### src/rtl/demux_gates.sv
// demux_gates: a one-hot decoder on {a,b} feeding minterm-OR gates, followed by a STAGES-deep valid pipeline.
// Optional sticky decode checker (dec_err port) is built only when DEMUX_GATES_ONEHOT_CHK_EN is defined.
module demux_gates #(
   parameter int STAGES = 1
) (
   input  logic       clk,
   input  logic       rst_n,
   input  logic       in_valid,
   input  logic       a,
   input  logic       b,
   output logic       out_valid,
   output logic [3:0] minterm,
   output logic       xor_g,
   output logic       xnor_g,
   output logic       and_g,
   output logic       or_g,
   output logic       nand_g,
   output logic       nor_g
`ifdef DEMUX_GATES_ONEHOT_CHK_EN
   ,
   output logic       dec_err
`endif
);

   localparam int DW = 10;

   generate
      if (STAGES < 1 || STAGES > 4) begin : g_bad_stages
         $error("demux_gates: STAGES must be in the range 1..4");
      end
   endgenerate

   logic [3:0]                 minterm_c;
   logic [DW-1:0]              gates_c;
   logic [STAGES-1:0]          vld_d;
   logic [STAGES-1:0]          vld_q;
   logic [STAGES-1:0][DW-1:0]  dat_d;
   logic [STAGES-1:0][DW-1:0]  dat_q;

   // One-hot decode of the operand pair; an unknown select decodes to all-zero
   always_comb begin
      minterm_c = 4'b0000;
      case ({a, b})
         2'b00:   minterm_c = 4'b0001;
         2'b01:   minterm_c = 4'b0010;
         2'b10:   minterm_c = 4'b0100;
         2'b11:   minterm_c = 4'b1000;
         default: minterm_c = 4'b0000;
      endcase
   end

   // Every gate is an OR of minterms; NAND uses m0|m1|m2 rather than inverting m3
   always_comb begin
      gates_c = {minterm_c,
                 minterm_c[1] | minterm_c[2],
                 minterm_c[0] | minterm_c[3],
                 minterm_c[3],
                 minterm_c[1] | minterm_c[2] | minterm_c[3],
                 minterm_c[0] | minterm_c[1] | minterm_c[2],
                 minterm_c[0]};
   end

   // Next-state of the pipeline: data advances only alongside a set valid bit
   always_comb begin
      vld_d    = {STAGES{1'b0}};
      dat_d    = dat_q;
      vld_d[0] = in_valid;
      if (in_valid) begin
         dat_d[0] = gates_c;
      end else begin
         dat_d[0] = dat_q[0];
      end
      for (int i = 1; i < STAGES; i++) begin
         vld_d[i] = vld_q[i-1];
         if (vld_q[i-1]) begin
            dat_d[i] = dat_q[i-1];
         end else begin
            dat_d[i] = dat_q[i];
         end
      end
   end

   // Pipeline registers; reset drops all in-flight results at once
   always_ff @(posedge clk or negedge rst_n) begin
      if (!rst_n) begin
         vld_q <= {STAGES{1'b0}};
         dat_q <= {(STAGES*DW){1'b0}};
      end else begin
         vld_q <= vld_d;
         dat_q <= dat_d;
      end
   end

   assign out_valid = vld_q[STAGES-1];
   assign {minterm, xor_g, xnor_g, and_g, or_g, nand_g, nor_g} = dat_q[STAGES-1];

`ifdef DEMUX_GATES_ONEHOT_CHK_EN
   function automatic logic is_onehot4(input logic [3:0] v);
      return (v == 4'b0001) || (v == 4'b0010) || (v == 4'b0100) || (v == 4'b1000);
   endfunction

   logic dec_err_d;
   logic dec_err_q;

   // Sticky flag: latches on any malformed decode or broken complement pair on a valid output
   always_comb begin
      dec_err_d = dec_err_q;
      if (out_valid && (!is_onehot4(minterm) || (xnor_g == xor_g) ||
                        (nand_g == and_g) || (nor_g == or_g))) begin
         dec_err_d = 1'b1;
      end else begin
         dec_err_d = dec_err_q;
      end
   end

   // Error flag register, cleared only by reset
   always_ff @(posedge clk or negedge rst_n) begin
      if (!rst_n) begin
         dec_err_q <= 1'b0;
      end else begin
         dec_err_q <= dec_err_d;
      end
   end

   assign dec_err = dec_err_q;
`endif

endmodule

### config.mk
export PLATFORM = sky130hd
export DESIGN_NAME = demux_gates
export DESIGN_NICKNAME = d
export VERILOG_FILES = /design/src/rtl/demux_gates.sv
export SDC_FILE = /design/constraint.sdc
export NUM_CORES = 1
export LEC_CHECK = 0
export BUFFER_PORTS_ARGS = -buffer_cell sky130_fd_sc_hd__buf_4
export CAP_MARGIN = 20
export CORE_AREA = 10 10 47 49
export CTS_CLUSTER_DIAMETER = 60
export DETAILED_ROUTE_END_ITERATION = 10
export DIE_AREA = 0 0 57 59
export GPL_TIMING_DRIVEN = 0
export HOLD_SLACK_MARGIN = 0.15
export PLACE_DENSITY_LB_ADDON = 0.3
export SETUP_SLACK_MARGIN = 0.5
export SYNTH_ARGS = -nofsm -noshare
export SYNTH_HDL_FRONTEND = slang
export SYNTH_SLANG_ARGS = --single-unit
### constraint.sdc
create_clock -name clk -period 0.9 [get_ports clk]
set_input_delay 0 -clock clk [delete_from_list [all_inputs] [get_ports clk]]
set_output_delay 0 -clock clk [all_outputs]
set_load 0.1 [all_outputs]
==> qor.txt <==
CP startpoint kind = flip-flop
share of layout cells above drive strength 1 = 0.7778
first-pass GRT wire length = 1600 µm
vias in the first global route = 351
count leader, synth = dfrtp_1
clk_lat worst skew = 0.25 ns
Num CTS Buffers = 3
fillcell total = 125
Port Buffers = 15
Synth warnings = 0
Post-synth top cells = dfrtp_1 (9), ha_1 (6), mux2_4 (5), inv_1 (4)
WL final = 881 µm
min Tclk post-route = 1.013 ns
Synth Area per Inst = 14.37 µm²
asr flop ratio synth = 1.000
CTS clk-pin slew, worst paths = 0.06 ns
clock network power share = 0.200
Internal Power = 907.4 µW
peak supply drop = 0.0008696 V
fmax = 0.9873 GHz
largest delay contributor family on the critical path = flip-flops
Tot Pwr = 1521 µW
hold path start = in_valid
Final HPWL DP = 689.8 µm
final core occ = 0.5741
hold worst-path end = out_valid
Layout Nets = 66
area grow syn2layout = 80.62%
Crit Path Class = reg2out
Max clock buf depth = 2
Max-slew headroom = 0.8139
core box area = 1401 µm²
combinational share of power = 0.462
Final Cycle Share = 1.125
CTS tree = done
Finish-stage setup viols = 12
initial DRC count = 1
crit path max fanout = 3
largest net degree at the start of global routing = 10
number of flops mapped to enable cells by yosys = 0
synthesized flop and latch total = 9
ys flop type = dfrtp_1
Mapped Area = 445.4 µm²
GP Congestion = 0.6441
R2R cell count = 2
Worst Skew = 0 ns
Die Height = 59 µm
standard cell with the maximum stage delay on the critical path = dfrtp_4
critical path's largest stage delay = 0.48 ns
outcome = complete, but fails checks
Die ar. = 3363 µm²
Setup crit end kind = output port
Rows = 14
worst setup margin = -0.1129 ns
Vias = 284
violated checks = negative hold slack, negative setup slack
Initial DRT Pass Iterations = 2
Switching Fraction = 0.4035
Leakage = 0.0003888 µW
drc violations = 0
Hold Crit Depth = 1
largest cells by area after synthesis = dfrtp_1 (51%), ha_1 (17%), mux2_4 (17%), mux2i_1 (4.5%), buf_4 (3.4%)
pwr dens = 1891 nW/µm²
Crit path depth = 2
unrepaired setup endpoints after global routing = yes
die width = 57 µm
H-tree depth = 1
CP required = 0.90 ns
post-synthesis sequential area ratio = 0.5056
wire per inst = 12.59 µm
non-filler cells in the finished layout = 70
CTS root buf = clkbuf_4
reg2reg setup slack = -0.08 ns
initial antenna violation count = 0
max-cap violations = 0
cells after synthesis = 31
Yosys top cell by area = dfrtp_1
Total Routing Usage GR = 0.05964
ANT cells = 0
vias per inst = 4.057
Initial Utilization = 0.3179
Critical Path Source = dat_q[3]
GR Overflow Total = 0
Hold Crit Class = in2reg
syn nets = 42
dpl cells = 62
hold_ws = -0.1306 ns
crit-path cells = buf_6, buf_12
Final Hold Vio Count = 1
Buf/Inv on CP = 2
Distinct cells, synth = 9
arrival time at the worst endpoint = 1.01 ns
Worst-Margin Slew = 0.2814 ns
Final ANT Viol Nets = 0
Seq pwr share = 0.338
clock sink total = 9
FF-to-FF End = dat_q[6]
Slew Viols, Final = 0
Reg2Reg Launch Point = dat_q[6]
Switch Pwr = 613.8 µW
IO Pins = 16
share of Yosys cell area claimed by the top area cell type = 0.5056
hold-fix buffers at CTS = 1
registers in the layout (all words and copies together) (netlist names):
signal	cells
dat_q	8
out_valid	1
cell type report:
| cell class | count | area [µm²] | share of cell area |
|---|---|---|---|
| clock buffer | 4 | 26.28 | 0.03266 |
| multi-input combinational | 15 | 185.2 | 0.2302 |
| tap | 16 | 20.02 | 0.02488 |
| buffer | 3 | 33.78 | 0.04199 |
| sequential | 9 | 259.0 | 0.3219 |
| timing repair buffer | 19 | 265.3 | 0.3297 |
| inverter | 4 | 15.01 | 0.01866 |
power by group through the flow:
| stage | clock network, µW | logic (µW) | registers [µW] |
|---|---|---|---|
| finish | 305 | 703 | 514 |
| global route | 350 | 727 | 521 |
| CTS | 325 | 707 | 513 |
| detailed placement | 0 | 561 | 503 |
| global placement | 0 | 557 | 501 |
| floorplan | 0 | 147 | 796 |
cell usage in the layout (no fill, tap or decap), drive strengths merged:
| cell | instances |
|---|---|
| inv | 4 |
| dlygate4sd3 | 1 |
| nor2 | 1 |
| mux2 | 5 |
| clkbuf | 4 |
| mux2i | 2 |
| dfrtp | 9 |
| ha | 6 |
| buf | 21 |
| a21oi | 1 |
repair_timing:
item	4_1_cts	5_1_grt
hold endpoints to repair	16	15
setup buffers	3	0
resized for setup	31	2
endpoints found under the setup margin	19	19
worst register-to-register path, stage by stage, from the launching register on:
cell     delay, ns
dfrtp_4       0.48
buf_4         0.14
mux2_4        0.25
worst max path at each step:
stage            endpoint  slack, ns
5_1_grt        minterm[3]      -0.15
3_3_place_gp     dat_q[5]       0.03
6_report       minterm[3]      -0.11
4_1_cts        minterm[3]      -0.13
3_5_place_dp     dat_q[5]       0.03
2_1_floorplan    dat_q[3]      -0.13
stage by stage:
| step | instance area (µm²) | setup slack [ns] | setup TNS, ns |
|---|---|---|---|
| 6_report | 804.5 | -0.1129 | -0.5610 |
| 5_1_grt | 804.5 | -0.1528 | -0.9941 |
| 4_1_cts | 798.3 | -0.1270 | -0.6986 |
| 3_5_place_dp | 611.8 | 0.02792 | 0 |
| 3_3_place_gp | 611.8 | 0.03461 | 0 |
| 2_1_floorplan | 479.2 | -0.1304 | -0.7367 |
kinds of logic after synthesis:
| family | Yosys count | share of synthesized area |
|---|---|---|
| fa+ha+maj | 6 | 0.1685 |
| simple gates | 1 | 0.008419 |
| compound gates | 1 | 0.01123 |
| mux | 7 | 0.2135 |
| flops | 9 | 0.5056 |
| buf+inv | 7 | 0.09268 |
per-layer routing:
layer	GRT usage	part of all wire	vias to the layer above
met5	0	0	-
met4	0.02013	0	0
met3	0.04292	0.12	0
met2	0.09457	0.51	9
met1	0.06061	0.37	135
li1	-	-	140
No activity file was read; power rests on OpenSTA's default activity.
